===== src/rtl/ascon_bdi_packer.sv =====
// Byte-to-word packer feeding the Ascon core bdi interface.
// Holds one word in an accumulator and one in an output register, so input keeps flowing while the core stalls.
package ascon_bdi_pkg;
    typedef enum logic [2:0] {
        D_NULL  = 3'd0,
        D_NONCE = 3'd1,
        D_AD    = 3'd2,
        D_MSG   = 3'd3,
        D_TAG   = 3'd4
    } e_data_type;
endpackage

module ascon_bdi_packer
    import ascon_bdi_pkg::*;
#(
    parameter int CCW = 32
) (
    input  logic                 clk,
    input  logic                 rst,
    input  logic [7:0]           in_data,
    input  logic                 in_valid,
    output logic                 in_ready,
    input  e_data_type           in_type,
    input  logic                 in_last,
    input  logic                 in_eoi,
    output logic [CCW-1:0]       bdi,
    output logic [CCW/8-1:0]     bdi_valid,
    input  logic                 bdi_ready,
    output e_data_type           bdi_type,
    output logic                 bdi_eot,
    output logic                 bdi_eoi,
    output logic                 err
);

    localparam int BPW   = CCW / 8;
    localparam int CNT_W = $clog2(BPW);
    localparam int N_W   = CNT_W + 1;

    // Contiguous byte-valid mask with the lowest n lanes set.
    function automatic logic [BPW-1:0] mask_of(input logic [N_W-1:0] n);
        logic [BPW-1:0] m;
        for (int i = 0; i < BPW; i++) begin
            if (i < int'(n)) begin
                m[i] = 1'b1;
            end else begin
                m[i] = 1'b0;
            end
        end
        return m;
    endfunction

    logic [CNT_W-1:0] cnt_r;
    logic [CCW-1:0]   data_r;
    logic [N_W-1:0]   n_r;
    e_data_type       type_r;
    logic             last_r;
    logic             eoi_r;
    logic             acc_full_r;

    logic [CCW-1:0]   bdi_r;
    logic [BPW-1:0]   bdi_valid_r;
    e_data_type       bdi_type_r;
    logic             bdi_eot_r;
    logic             bdi_eoi_r;
    logic             err_r;

    logic             in_ready_s;
    logic             accept_s;
    logic             eff_last_s;
    logic             complete_s;
    logic             out_busy_s;
    logic             out_free_s;
    logic             transfer_s;
    logic             proto_err_s;
    logic [CCW-1:0]   data_merge_s;
    logic [CCW-1:0]   src_data_s;
    logic [N_W-1:0]   src_n_s;
    e_data_type       src_type_s;
    logic             src_last_s;
    logic             src_eoi_s;

    assign in_ready_s  = !rst && !acc_full_r;
    assign accept_s    = in_valid && in_ready_s;
    // in_eoi alone still has to close the word, otherwise the core would never see the end of input.
    assign eff_last_s  = in_last || in_eoi;
    assign complete_s  = accept_s && ((cnt_r == CNT_W'(BPW - 1)) || eff_last_s);
    assign out_busy_s  = (bdi_valid_r != {BPW{1'b0}});
    assign out_free_s  = !out_busy_s || bdi_ready;
    assign transfer_s  = (acc_full_r || complete_s) && out_free_s;
    assign proto_err_s = accept_s &&
                         ((in_eoi && !in_last) ||
                          ((cnt_r != {CNT_W{1'b0}}) && (in_type != type_r)));

    // Accumulator contents with the incoming byte dropped into lane cnt.
    always_comb begin
        data_merge_s = data_r;
        for (int lane = 0; lane < BPW; lane++) begin
            if (cnt_r == CNT_W'(lane)) begin
                data_merge_s[8*lane +: 8] = in_data;
            end else begin
                data_merge_s[8*lane +: 8] = data_r[8*lane +: 8];
            end
        end
    end

    // Word offered to the output register: a parked full word, or the one completing this cycle.
    always_comb begin
        src_data_s = data_r;
        src_n_s    = n_r;
        src_type_s = type_r;
        src_last_s = last_r;
        src_eoi_s  = eoi_r;
        if (acc_full_r) begin
            src_data_s = data_r;
            src_n_s    = n_r;
            src_type_s = type_r;
            src_last_s = last_r;
            src_eoi_s  = eoi_r;
        end else begin
            src_data_s = data_merge_s;
            src_n_s    = {1'b0, cnt_r} + N_W'(1);
            if (cnt_r == {CNT_W{1'b0}}) begin
                src_type_s = in_type;
            end else begin
                src_type_s = type_r;
            end
            src_last_s = eff_last_s;
            src_eoi_s  = in_eoi;
        end
    end

    // Accumulator: collects bytes, parks a complete word while the output register is occupied.
    always_ff @(posedge clk) begin
        if (rst) begin
            cnt_r      <= {CNT_W{1'b0}};
            data_r     <= {CCW{1'b0}};
            n_r        <= {N_W{1'b0}};
            type_r     <= D_NULL;
            last_r     <= 1'b0;
            eoi_r      <= 1'b0;
            acc_full_r <= 1'b0;
        end else if (transfer_s) begin
            cnt_r      <= {CNT_W{1'b0}};
            data_r     <= {CCW{1'b0}};
            n_r        <= {N_W{1'b0}};
            type_r     <= D_NULL;
            last_r     <= 1'b0;
            eoi_r      <= 1'b0;
            acc_full_r <= 1'b0;
        end else if (complete_s) begin
            cnt_r      <= {CNT_W{1'b0}};
            data_r     <= src_data_s;
            n_r        <= src_n_s;
            type_r     <= src_type_s;
            last_r     <= src_last_s;
            eoi_r      <= src_eoi_s;
            acc_full_r <= 1'b1;
        end else if (accept_s) begin
            cnt_r  <= cnt_r + CNT_W'(1);
            data_r <= data_merge_s;
            if (cnt_r == {CNT_W{1'b0}}) begin
                type_r <= in_type;
            end else begin
                type_r <= type_r;
            end
        end else begin
            cnt_r <= cnt_r;
        end
    end

    // Output register: stable until the core takes it, reloaded in the same cycle when a word is ready.
    always_ff @(posedge clk) begin
        if (rst) begin
            bdi_r       <= {CCW{1'b0}};
            bdi_valid_r <= {BPW{1'b0}};
            bdi_type_r  <= D_NULL;
            bdi_eot_r   <= 1'b0;
            bdi_eoi_r   <= 1'b0;
        end else if (transfer_s) begin
            bdi_r       <= src_data_s;
            bdi_valid_r <= mask_of(src_n_s);
            bdi_type_r  <= src_type_s;
            bdi_eot_r   <= src_last_s;
            bdi_eoi_r   <= src_eoi_s;
        end else if (out_busy_s && bdi_ready) begin
            bdi_r       <= {CCW{1'b0}};
            bdi_valid_r <= {BPW{1'b0}};
            bdi_type_r  <= D_NULL;
            bdi_eot_r   <= 1'b0;
            bdi_eoi_r   <= 1'b0;
        end else begin
            bdi_valid_r <= bdi_valid_r;
        end
    end

    // Sticky protocol error, cleared only by reset.
    always_ff @(posedge clk) begin
        if (rst) begin
            err_r <= 1'b0;
        end else if (proto_err_s) begin
            err_r <= 1'b1;
        end else begin
            err_r <= err_r;
        end
    end

    assign in_ready  = in_ready_s;
    assign bdi       = bdi_r;
    assign bdi_valid = bdi_valid_r;
    assign bdi_type  = bdi_type_r;
    assign bdi_eot   = bdi_eot_r;
    assign bdi_eoi   = bdi_eoi_r;
    assign err       = err_r;

endmodule

===== config.mk =====
export PLATFORM = sky130hd
export DESIGN_NAME = ascon_bdi_packer
export DESIGN_NICKNAME = d
export VERILOG_FILES = /design/src/rtl/ascon_bdi_packer.sv
export SDC_FILE = /design/constraint.sdc
export NUM_CORES = 1
export LEC_CHECK = 0
export ABC_AREA = 1
export BUFFER_PORTS_ARGS = -buffer_cell sky130_fd_sc_hd__buf_2
export CORE_UTILIZATION = 33
export DETAILED_ROUTE_END_ITERATION = 10
export GPL_TIMING_DRIVEN = 0
export PLACE_DENSITY_LB_ADDON = 0.3
export SLEW_MARGIN = 10
export SYNTH_ARGS = -nofsm -noshare
export SYNTH_HDL_FRONTEND = slang
export SYNTH_SLANG_ARGS = --single-unit

===== constraint.sdc =====
create_clock -name clk -period 1.71 [get_ports clk]
set_clock_uncertainty 0.2 [all_clocks]
set_input_delay 0.342 -clock clk [delete_from_list [all_inputs] [get_ports clk]]
set_output_delay 0.342 -clock clk [all_outputs]
set_load 0.01 [all_outputs]

Word-level counts from Yosys, hierarchy flattened
Index checks and enable logic that the tools add are counted.
Widths: inputs -> output; s select.
{ "totals": {"regBits": 85, "inputBits": 17, "word_cells": 74} }
{ "op_classes": {"n_addsub": 2, "order_cmp": 4, "eq_ne": 4, "mux": 27, "reduce_logical": 24} }
{ "ops": {"columns": ["op", "count"], "rows": [
  ["$mux 32", 5],
  ["$mux 8", 4],
  ["$mux 3", 7],
  ["$mux 1", 9],
  ["$logic_and 1x1->1", 8],
  ["$mux 4", 2],
  ["$lt 1x3->1 const A", 2],
  ["$lt 2x3->1 const A", 2],
  ["$reduce_bool 2->1", 3],
  ["$logic_or 1x1->1", 5],
  ["$eq 2x2->1 const B", 2],
  ["$logic_not 1->1", 4],
  ["$reduce_bool 4->1", 1],
  ["$add 2x1->3 const B", 1],
  ["$ne 3x3->1", 1],
  ["$reduce_or 3->1", 1],
  ["$add 2x1->2 const B", 1],
  ["$eq 2x1->1 const B", 1],
  ["$logic_not 2->1", 1],
  ["$reduce_or 2->1", 1]
]} }

Depth between registers and ports, before layout
Gate-level depths: netlist of the first run.
{ "depth": {"ltp_word": 7, "ltp_mapped": 10, "ltp_nobuf": 9} }

Worst setup path after synthesis of the first run
Ideal clock, no wire load.
{ "synth_path": {"path_type": "reg-to-reg", "startpoint": "reg cnt_r[0]", "endpoint": "reg bdi_r[6] (netlist: bdi[6])", "setup_time_ps": 70, "arrival_ps": 1406, "required_time_ps": 1440, "path_slack_ps": 33, "stages_incl_launch_ff": 9, "path_buffers": 1, "path_cell_list": "dfxtp_1 -> inv_1 -> ha_1 -> clkbuf_1 -> nand2_1 -> o21ai_0 -> o21ai_0 -> nand3_1 -> a21oi_1"} }
{ "synth_via": {"elab_chain_cells": 6} }
{ "synth_lines": {"columns": ["element", "line_no", "source"], "rows": [
  ["start: declaration", "52", "logic [CNT_W-1:0] cnt_r;"],
  ["start signal: assignment", "135", "cnt_r <= {CNT_W{1'b0}};"],
  ["start signal: assignment", "143", "cnt_r <= {CNT_W{1'b0}};"],
  ["start signal: assignment", "151", "cnt_r <= {CNT_W{1'b0}};"],
  ["$eq 2x2->1", "86", "assign complete_s = accept_s && ((cnt_r == CNT_W'(BPW - 1)) || eff_last_s);"],
  ["$logic_or 1x1->1", "86", null],
  ["$logic_and 1x1->1", "86", null],
  ["$logic_or 1x1->1", "89", "assign transfer_s = (acc_full_r || complete_s) && out_free_s;"],
  ["$logic_and 1x1->1", "89", null],
  ["$mux 32 / $reduce_bool 2->1 (equally long branches)", null, null],
  ["end signal: assignment", "174", "bdi_r <= {CCW{1'b0}};"],
  ["end signal: assignment", "180", "bdi_r <= src_data_s;"],
  ["end signal: assignment", "186", "bdi_r <= {CCW{1'b0}};"],
  ["end: declaration", "60", "logic [CCW-1:0] bdi_r;"]
]} }
Parallel ways exist; a longest one is shown, timed or not.
A chain may end at the register's enable or synchronous reset.

Worst setup path after layout of the first run
{ "layout_path": {"startpoint": "reg acc_full_r", "endpoint": "reg bdi_type_r[2] (netlist: bdi_type[2])"} }
{ "layout_via": {"elab_chain_cells": 7} }
{ "layout_lines": {"columns": ["element", "line_no", "source"], "rows": [
  ["start: declaration", "58", "logic acc_full_r;"],
  ["start signal: assignment", "141", "acc_full_r <= 1'b0;"],
  ["start signal: assignment", "149", "acc_full_r <= 1'b0;"],
  ["start signal: assignment", "157", "acc_full_r <= 1'b1;"],
  ["$logic_not 1->1", "82", "assign in_ready_s = !rst && !acc_full_r;"],
  ["$logic_and 1x1->1", "82", null],
  ["$logic_and 1x1->1", "83", "assign accept_s = in_valid && in_ready_s;"],
  ["$logic_and 1x1->1", "86", null],
  ["$logic_or 1x1->1", "89", null],
  ["$logic_and 1x1->1", "89", null],
  ["$mux 3 / $reduce_bool 2->1 (equally long branches)", null, null],
  ["end signal: assignment", "182", "bdi_type_r <= src_type_s;"],
  ["end: declaration", "62", "e_data_type bdi_type_r;"]
]} }
Parallel ways exist; a longest one is shown, timed or not.

==> results list, run 1 <==
* Biggest cell delay along the critical path: 0.32 ns
- At the pin with the least slew margin, the transition time is 0.552 ns.
- HPWL after detailed placement: 9.00 mm
- After synthesis, the cell types taking the most area are sky130_fd_sc_hd__dfxtp_1 (41%), sky130_fd_sc_hd__nand2_1 (13%), sky130_fd_sc_hd__nand3_1 (9.8%).
* Fin nets: 699
- Yosys printed 0 warnings.
- Antenna violations before repair: 0
* Top-count cell post-synth: sky130_fd_sc_hd__nand2_1
* Required time reported for the critical path endpoint: 1.78 ns
- Headroom to the max-slew limit: 0.632
- In this run the worst hold path is classified as in -> reg.
- Hold violation total from the final report: 0
- FF+latch count, synth: 85
* Worst Path Class, Setup: reg -> reg
* Post-synthesis cell type count: 27
- The flow ran to the end, and the final reports show no timing, DRC or antenna violations.
- First-pass DRT Iterations: 7
- Initial cell density of the core: 0.343
* Achievable clock frequency: 591 MHz
- Counting every sink on the clock net gives 85.
- The via count of the first global-routing pass was 3801.
- Setup violations remaining at the end of the flow were counted as 0.
- H-tree levels: 3
- Share of Yosys cell area claimed by the top area cell type: 0.406
- Wires add up to 12.7 mm.
* Vias per cell: 5.13
* Length in cells of the worst reg-to-reg path: 6
- Of all nets on the critical path, the largest fanout is 10.
* Synthesized net count: 616
- CP max-delay cell: sky130_fd_sc_hd__dfxtp_2
- In the final layout, the share of cells above drive strength 1 is 0.258.
- Overflow left after global routing: 0
- Syn-to-layout area delta: 31.3%
* Floorplan die area: 13100 sq um
* Max clock buf depth: 2
- RSZ-0062 raised after global routing: true
- Mean instance size in the synthesized netlist: 7.05 sq um
- The later pin in the worst-skew pair is clocked with a latency of 0.35 ns.
* Clock tree root buffer cell: sky130_fd_sc_hd__clkbuf_16
- Kind of start point of the critical path: register
- TritonCTS buffer count: 9
- Counting buffers and inverters, the worst setup path is 6 cells deep.
* Count of nets left with antenna violations after detail routing: 0
* Vertical die dimension: 115 um
* Total of max-cap violations: 0
- Mapped cell area: 4190 sq um
- Input and output buffers added on the ports amount to 58.
* DRC: 0
- Data arrives at the worst endpoint at 1.77 ns.
- In this run, synthesis inferred 0 flip-flops with an integrated enable.
* N_diodes: 0
- Overall via count from detail_route: 4364
* Final-layout worst hold slack: 0.0880 ns
- Clock-pin slew was measured on the worst setup and hold paths at 0.07 ns.
* P per Cell Area: 942 nW/um^2
- 60 I/O pins were placed.
- DRC marker count from the first detailed-route iteration: 357
* Total leakage power: 0.00212 uW
- Number of instances in the synthesized netlist: 594
- The synthesized design spends more area on one cell type than any other, namely sky130_fd_sc_hd__dfxtp_1.
- Fraction of synthesis flops using an asynchronous set or reset pin: 0
- For this run, the register share of the synthesized area comes to 0.406.
- Dividing the final minimum period by the clock period gives 0.990.
- The final max-slew violation count came to 0.
* Overall routing resource usage: 0.189
- Series of cell instances along the critical path: buf_6, clkbuf_2, clkbuf_2, o21ai_1, nand3_1, a21oi_1
- Crit path time final: 1.69 ns
* Hold-critical path depth: 2
- Setup TNS: 0 ns
* Wire length per cell after detailed routing: 14.9 um
- Gpl congestion: 0.827
- Worst IR drop on VDD: 0.531 mV
- Most Frequent Cell on Critical Path: sky130_fd_sc_hd__clkbuf_2
- Entering global routing, the biggest net connects 20 pins.
- The first global-routing pass estimated 19.0 mm of wire.
- In this run the horizontal extent of the chip is 115 um.
- Area of the core: 12200 sq um
* Nature of the critical path endpoint: register
- Most frequent cells after synthesis: sky130_fd_sc_hd__nand2_1 (147), sky130_fd_sc_hd__dfxtp_1 (85), sky130_fd_sc_hd__nand3_1 (82)
- Buffer and inverter count on the worst path: 3
- Row Count: 40
- Clock tree from TritonCTS: done
- Crit-path leading delay family: buffers and inverters
* Predominant post-synthesis flop cell: sky130_fd_sc_hd__dfxtp_1
==> cell type report <==
type | count | area (sq um)
Inverter | 28 | 129
Clock buffer | 9 | 225
Multi-Input combinational cell | 437 | 2340
Buffer | 43 | 333
Clock inverter | 7 | 97.6
Sequential cell | 85 | 1710
Tap cell | 168 | 210
Fill cell | 1272 | 6710
Timing Repair Buffer | 73 | 457
==> flip-flops by register name (all words and copies together) (netlist names), 2 cells and up <==
name	flops
type_r	3
bdi_valid	4
bdi_type	3
bdi	32
n_r	3
data_r	32
cnt_r	2
==> routing by layer <==
| layer | routed length (um) | vias to the layer above | GRT usage |
|---|---|---|---|
| li1 | - | 2151 | - |
| met1 | 5850 | 2027 | 0.253 |
| met2 | 5710 | 158 | 0.301 |
| met3 | 693 | 28 | 0.0259 |
| met4 | 397 | 0 | 0.0909 |
| met5 | 0 | - | 0 |
==> path summary, 6_finish.rpt <==
path                               endpoint  startpoint  slack, ns
worst max-delay path            bdi_type[2]  acc_full_r       0.02
worst max register to register  bdi_type[2]  acc_full_r       0.02
worst min-delay path            bdi_type[0]         rst       0.09
worst min register to register          err         err       0.25
==> layout by cell type, fill, tap and decap left out, types with 3 or more instances in the layout <==
cell type                      n
sky130_fd_sc_hd__nand2_1     144
sky130_fd_sc_hd__dfxtp_1      82
sky130_fd_sc_hd__nand3_1      79
sky130_fd_sc_hd__buf_2        60
sky130_fd_sc_hd__o21ai_1      45
sky130_fd_sc_hd__a21oi_1      45
sky130_fd_sc_hd__nor2_1       33
sky130_fd_sc_hd__o21a_1       28
sky130_fd_sc_hd__inv_1        21
sky130_fd_sc_hd__o21ai_0      19
sky130_fd_sc_hd__buf_4        17
sky130_fd_sc_hd__clkbuf_2     13
sky130_fd_sc_hd__clkbuf_16    12
sky130_fd_sc_hd__buf_6        10
sky130_fd_sc_hd__o21ai_2       9
sky130_fd_sc_hd__a21oi_2       9
sky130_fd_sc_hd__clkbuf_1      5
sky130_fd_sc_hd__clkbuf_4      4
sky130_fd_sc_hd__nand2_8       4
sky130_fd_sc_hd__buf_8         4
sky130_fd_sc_hd__ha_4          4
sky130_fd_sc_hd__inv_4         3
sky130_fd_sc_hd__nand2_4       3
sky130_fd_sc_hd__clkinvlp_4    3
sky130_fd_sc_hd__nand3_2       3
==> metrics by stage <==
stage	instances	total power, uW	instance area, sq um	worst slack (ns)	utilization
6_report	850	5180	5500	0.0177	0.450
4_1_cts	836	5040	5160	0.00328	0.422
3_5_place_dp	820	2850	4690	-0.438	0.384
3_3_place_gp	820	2840	4690	-0.427	0.384
5_1_grt	850	5340	5500	-0.0638	0.450
2_1_floorplan	594	2620	4190	0.0332	-
==> timing repair <==
| item | CTS | global route |
|---|---|---|
| gates resized for setup | 62 | 100 |
| pin swaps | 11 | 22 |
| hold buffers | 0 | 0 |
| gates cloned | 0 | 6 |
| setup buffers | 2 | 8 |
| endpoints found under the setup margin | 85 | 82 |
| hold endpoints to repair | 0 | 0 |
==> kinds of logic after synthesis <==
family	after synthesis	synth area share
AND/OR/NAND/NOR	272	0.287
AO/OA/AOI/OAI	157	0.205
flip-flops	85	0.406
buffers and inverters	73	0.0830
adder cells (fa/ha/maj)	5	0.0149
XOR/XNOR	2	0.00418
==> power breakdown <==
part	internal, uW	switching (uW)
Sequential	2040	43.8
Clock	1290	870
Combinational	367	569
Note: power is estimated with default switching activity, not from simulation.
==> run 2: changes to the inputs <==
CTS_BUF_LIST = sky130_fd_sc_hd__clkbuf_8   (was unset)
==> run 2 against run 1 <==
Against the previous run: the flow now finishes with violations (negative setup slack); global-route usage decreased by 0.11 points; register-to-register slack got worse by 0.03 ns; highest routed layer unchanged; final cell count did not move; sequential power is essentially flat; clock power decreased by 24%; die area did not move; routed wire length grew 0.71%; maximum frequency shrank 1.8%; flip-flop and latch count unchanged; clock-buffer cell count did not move.
==> results list, run 2 (synthesis gave the netlist of run 1 again) <==
- For the worst setup path, the data required time is 1.78 ns.
- The core region is 12200 sq um.
- The die is 115 um tall.
- Most common cell after layout, fill and taps aside: sky130_fd_sc_hd__nand2_1
- Crit path time final: 1.72 ns
* Fin nets: 699
- The tool flagged a number of max-cap violations equal to 0.
* Overflow left after global routing: 0
- Compared with the post-synthesis result, the final layout area differs by 34.2%.
- Static timing analysis puts the maximum clock frequency at 580 MHz.
- Setup TNS: -0.0228 ns
- Row generation in the floorplan step produced 40 rows.
- IO Pins: 60
- Area used by multi-input combinational logic: 2510 sq um
- Result of the run: finished, violations left
* Finished Core Util: 0.460
- In this run the static leakage power is 0.00210 uW.
- First-pass GRT wire length: 18.9 mm
- Die width: 115 um
- Violations in the final reports: negative setup slack
* Vias per cell: 5.11
- 0 antenna diodes ended up in the layout.
- The worst setup path is captured at a register.
- In the routed design, unresolved DRC markers number 0.
- The count of nets left with antenna violations once routing finished came out at 0.
* HPWL after detailed placement: 9.00 mm
- Slew Limit Fails: 0
* Worst Path Class, Setup: reg -> reg
- Most used cells in the layout excluding fill and tap cells: sky130_fd_sc_hd__nand2_1 (143), sky130_fd_sc_hd__dfxtp_1 (82), sky130_fd_sc_hd__buf_2 (60), sky130_fd_sc_hd__nand3_1 (59), sky130_fd_sc_hd__o21ai_1 (45)
- Measured against its own limit, the worst slew margin works out to 0.634.
- The clock reaches the later pin of the worst-skew pair after 0.38 ns.
- Input/output buffers: 58
* Kind of start point of the critical path: register
- Across the whole layout, storage elements account for 1710 sq um.
* R2R setup slack: -0.01 ns
* Overall routing resource usage: 0.188
* CTS clock-pin slew for the worst setup and hold paths: 0.10 ns
* Pin slew with the least headroom to its limit: 0.549 ns
- P per Cell Area: 841 nW/um^2
- DRC marker count from the first detailed-route iteration: 369
* Final worst path period share: 1.01
* Antenna violations before repair: 0
- Clock tree synthesis found a total of 85 sinks.
- The via count of the first global-routing pass came to 3757.
- Setup repair after global routing could not meet its margin everywhere.
* Floorplan die area: 13100 sq um
- Overall via count from detail_route: 4347
* First-pass DRT Iterations: 5
- For this configuration, the core starts out at a cell density of 0.343.
* Gpl congestion: 0.827
* Total setup violations reported at the end of the flow: 4
- For this design, the CTS-stage hold fixing added 0 buffers.
- At the worst endpoint, the arrival time is 1.79 ns.
- Sum of routed wire length over all layers: 12.7 mm
- Entering global routing, the biggest net connects 20 pins.
- Hold violation total from the final report: 0
* Max clock buf depth: 2
* H-tree levels: 3
* Min-delay worst type: in -> reg
- Wire length per cell after detailed routing: 15.0 um
* Worst IR drop on VDD: 0.320 mV
- Clock tree from TritonCTS: done
- Once routing completed, OpenROAD measured the worst setup slack at -0.0134 ns.
- Clock tree root buffer cell: sky130_fd_sc_hd__clkbuf_8
- CP max FO: 10
- The number of clock buffers added by TritonCTS is 9.
- Fill cell total of the finished layout: 1258
- Share of final-layout standard cells stronger than drive strength 1: 0.314
- Power comes to 4730 uW.
[run 2: worst max-delay path, cell delays in order, from the launching register on]
cell and delay [ns]:
sky130_fd_sc_hd__dfxtp_4 0.36, sky130_fd_sc_hd__buf_8 0.13, sky130_fd_sc_hd__nor2_8 0.12, sky130_fd_sc_hd__nand2_4 0.09, sky130_fd_sc_hd__inv_8 0.08, sky130_fd_sc_hd__nand2_8 0.06, sky130_fd_sc_hd__nand2_8 0.10, sky130_fd_sc_hd__nand2_8 0.12
sky130_fd_sc_hd__nand2_8 0.15, sky130_fd_sc_hd__buf_8 0.16, sky130_fd_sc_hd__a21oi_1 0.05
[run 2: path summary, 6_finish.rpt]
kind,from,endpoint,depth (start not counted)
setup / recovery,acc_full_r,last_r,10
hold / removal,rst,bdi_type[1],2
setup reg to reg,acc_full_r,last_r,10
hold reg to reg,err,err,2
[run 2: where the power goes]
| part | switching, uW | internal (uW) | leakage (uW) |
|---|---|---|---|
| Combinational | 604 | 398 | 0.00130 |
| Clock | 806 | 830 | 0.000106 |
| Sequential | 48.2 | 2040 | 0.000690 |
| Total | 1460 | 3270 | 0.00210 |
[run 2: area by class of cell]
| type | count | area share |
|---|---|---|
| tap | 168 | 0.0374 |
| timing repair buffer | 73 | 0.0879 |
| multi-input combinational | 437 | 0.447 |
| clock inverter | 7 | 0.0174 |
| buffer | 43 | 0.0619 |
| clock buffer | 9 | 0.0220 |
| sequential | 85 | 0.305 |
| inverter | 28 | 0.0220 |
[run 2: per-layer routing]
metal / GRT usage / routed length, um / vias up
met1: 0.253 / 5740 / 2033
met4: 0.0684 / 255 / 0
met2: 0.301 / 5950 / 139
li1: - / - / 2156
met5: 0 / 0 / -
met3: 0.0355 / 793 / 19
[run 2: metrics by stage]
stage	worst slack, ns	hold slack (ns)	cell area [sq um]	std cells
4_1_cts	-0.0154	0.0516	5050	836
5_1_grt	-0.0690	0.0588	5620	850
2_1_floorplan	0.0332	0.236	4190	594
3_3_place_gp	-0.427	0.237	4690	820
6_report	-0.0134	0.0580	5620	850
3_5_place_dp	-0.438	0.245	4690	820
[run 2: timing repair]
| item | CTS | global route |
|---|---|---|
| setup buffers | 2 | 6 |
| gates cloned | 0 | 8 |
| endpoints found under the setup margin | 85 | 83 |
| resized for setup | 61 | 146 |
| pin swaps | 11 | 32 |
==> run 3: changes to the inputs <==
ABC_AREA = unset   (was 1)
SKIP_CTS_REPAIR_TIMING = 1   (was unset)
==> run 3 against run 2 <==
Against the previous run: the flow still finishes with violations (negative setup slack); worst setup slack got worse by 0.24 ns; via count fell by 33%; core utilization down 2.6 points; largest cell class unchanged; final area shrank 16%.
==> results list, run 3 <==
* Result of the run: finished, violations left
- Violations in the final reports: negative setup slack
* Die width: 107 um
- Post-layout instance area: 4710 sq um
* Synthesized-area fraction occupied by and/or/nand/nor cells: 0.145
- Min-delay worst type: in -> reg
- Synthesis handed over a netlist of 378 instances.
- Post-synthesis cell type count: 36
- Register area share after synthesis: 0.464
- Arrival time of data at the critical path endpoint: 2.02 ns
- The critical path in this run is classified as reg -> reg.
- In this run, synthesis produced a sequential element count of 85.
- First-pass GRT wire length: 14.2 mm
- For the worst setup path, the data required time is 1.76 ns.
* Post-place instance area: 4180 sq um
* First-pass DRT Iterations: 4
- Pin slew with the least headroom to its limit: 0.561 ns
* Row Count: 38
- Top post-synthesis cells by area: sky130_fd_sc_hd__dfxtp_1 (46%), sky130_fd_sc_hd__mux2i_1 (9.8%), sky130_fd_sc_hd__nand2_1 (8.4%)
- Initial cell density of the core: 0.338
- Hold violation total from the final report: 0
- Max-cap violations in this run came to 0.
- Total leakage power: 0.00175 uW
* Most frequent cells after synthesis: sky130_fd_sc_hd__dfxtp_1 (85), sky130_fd_sc_hd__nand2_1 (82), sky130_fd_sc_hd__a21oi_1 (43)
- Once routing completed, OpenROAD measured the worst setup slack at -0.256 ns.
* Wire length per cell after detailed routing: 15.5 um
* CP max-delay cell: sky130_fd_sc_hd__dfxtp_4
- DRC: 0
- Met3 layer usage reported by global route: 0.0266
- During I/O placement, the number of pins put on the boundary was 60.
* Fraction of synthesis flops using an asynchronous set or reset pin: 0
- In the final layout, the share of cells above drive strength 1 is 0.334.
- Overall power consumption: 4020 uW
* HPWL after detailed placement: 6.28 mm
- Yosys printed 0 warnings.
- The final max-slew violation count was 0.
* Setup TNS: -15.32 ns
* Syn-to-layout area delta: 28.4%
* Count of nets left with antenna violations after detail routing: 0
- Final worst path period share: 1.15
- Series of cell instances along the critical path: ha_4, or3_4, a21oi_4, or3_4, buf_12, clkbuf_16, o2bb2ai_2
* TritonCTS buffer count: 9
- In this run the worst path has a maximum fanout of 6.
- Xor/xnor cell area share of the yosys netlist: 0.00716
- The number of nets in the synthesized netlist is 400.
- Dominant combinational cell family by area after synthesis: compound AO/OA/AOI/OAI gates
* DRC marker count from the first detailed-route iteration: 116
- Clock tree from TritonCTS: done
- Crit path time final: 1.97 ns
* Overflow left after global routing: 0
* Routing usage on met1: 0.216
- Mux cell area share after synthesis: 0.0983
- Share of Yosys cell area claimed by the top area cell type: 0.464
* Compound-gate portion of the synthesized area: 0.216
- Top-count cell post-synth: sky130_fd_sc_hd__dfxtp_1
- Clock tree sinks: 85
* Achievable clock frequency: 509 MHz
* Total setup violations reported at the end of the flow: 81
- Overall routing resource usage: 0.162
* Nature of the critical path endpoint: register
- Fill cell total of the finished layout: 1017
- Fin nets: 475
- Of the total synthesized cell area, the portion taken by full adders, half adders and majority gates is 0.0171.
- Cell type with the highest aggregate area in the netlist: sky130_fd_sc_hd__dfxtp_1
- The repair_antennas step left the layout with diodes totalling 0.
* Pin count of the biggest net entering global routing: 17
- Gpl congestion: 0.834
- The clock passes through at most 2 buffers.
* Number of enable flip-flop cells after synthesis: 0
* Mean instance size in the synthesized netlist: 9.70 sq um
- The worst setup path is launched from a register.
* Predominant post-synthesis flop cell: sky130_fd_sc_hd__dfxtp_1
- RSZ-0062 raised after global routing: true
* Met2 track demand over resource: 0.259
- Dividing the detail-routed via count by the number of cells gives 4.87.
* Input/output buffers: 51
- In this run the vertical extent of the chip is 107 um.
* Clock tree root buffer cell: sky130_fd_sc_hd__clkbuf_8
- The top cell types in the final layout, fill and taps aside, are sky130_fd_sc_hd__nand2_1 (81), sky130_fd_sc_hd__dfxtp_1 (81), sky130_fd_sc_hd__buf_2 (51), sky130_fd_sc_hd__a21oi_1 (41), sky130_fd_sc_hd__mux2i_1 (34).
* Antenna violations before repair: 0
- # placed instances: 569
- Mapped cell area: 3670 sq um
* CTS clock-pin slew for the worst setup and hold paths: 0.09 ns
- H-tree levels: 3
- The clock reaches the later pin of the worst-skew pair after 0.36 ns.
- In this design, the stage delay of the slowest critical-path cell is 0.38 ns.
* Most Frequent Cell on Critical Path: sky130_fd_sc_hd__or3_4
- Floorplan die area: 11500 sq um
* GRT busiest layer: met2
* Final standard cell count with taps included and fillers excluded: 598
* P per Cell Area: 854 nW/um^2
- For this block, the routed nets add up to 9.29 mm of wire.
* Area of the core: 10800 sq um
- Across all layers, the routed design uses 2915 vias.
- In this run the tightest slew margin relative to its limit is 0.625.
- VDD sags by at most 0.469 mV.
* Number of global-route vias before repair: 2742
==> run 3: changes by cell type in the layout (fill, tap and decap cells not counted), moves of 18 or more <==
cell	change
sky130_fd_sc_hd__nand3_1	-57
sky130_fd_sc_hd__o21a_1	-28
sky130_fd_sc_hd__nand2_1	-62
sky130_fd_sc_hd__inv_1	-18
sky130_fd_sc_hd__nand3_2	-21
sky130_fd_sc_hd__o2bb2ai_2	+24
sky130_fd_sc_hd__nor2_1	-20
sky130_fd_sc_hd__mux2i_1	+34
sky130_fd_sc_hd__o21ai_1	-45
==> run 3: cell families (layout without fill, tap and decap cells) <==
group                    count (synthesis)  count (layout)
buffers and inverters                   37             117
multiplexers                            36              36
adder cells (fa/ha/maj)                  5               5
flip-flops                              85              85
AND/OR/NAND/NOR                        116             116
AO/OA/AOI/OAI                           96              96
XOR/XNOR                                 3               3
==> run 3: worst paths after layout <==
check                   from          to  slack (ns)  depth (start not counted)
hold / removal    in_type[0]   type_r[0]        0.06                          3
setup reg to reg    cnt_r[0]     bdi[21]       -0.26                          7
setup / recovery    cnt_r[0]     bdi[21]       -0.26                          7
hold reg to reg   data_r[31]  data_r[31]        0.26                          2
==> run 3: area by class of cell <==
class	instances	area (sq um)	share of cell area
multi-input cells	256	1920	0.409
plain buffers	33	279	0.0593
flip-flops and latches	85	1710	0.364
clock inverters	7	60.1	0.0128
clock buffers	9	124	0.0263
repair buffers	64	417	0.0885
inverters	4	15.0	0.00319
well taps	140	175	0.0372
==> run 3: routing by layer <==
layer / share of wire / wire (um)
met1: 0.48 / 4420
met4: 0.015 / 140
met5: 0 / 0
met2: 0.47 / 4390
met3: 0.037 / 343
==> run 3: worst max-delay path: cells and delay by family, from the launching register on <==
kind,cells,cell delay (ns)
simple gates,2,0.56
flops,1,0.38
buf+inv,2,0.28
compound gates,2,0.27
fa+ha+maj,1,0.18
==> run 3: per-stage QoR <==
stage	setup slack [ns]	hold WS (ns)	utilization
detailed placement	-0.640	0.245	0.385
global placement	-0.623	0.242	0.385
floorplan	-0.108	0.232	-
CTS	-0.458	0.0363	0.402
finish	-0.256	0.0568	0.434
global route	-0.303	0.0602	0.434
==> run 3: where the power goes <==
part	leakage (uW)	internal, uW	total, uW	switching, uW
logic	0.000980	265	627	362
registers	0.000690	2030	2060	37.1
clock network	0.0000840	547	1330	781
total	0.00175	2840	4020	1180
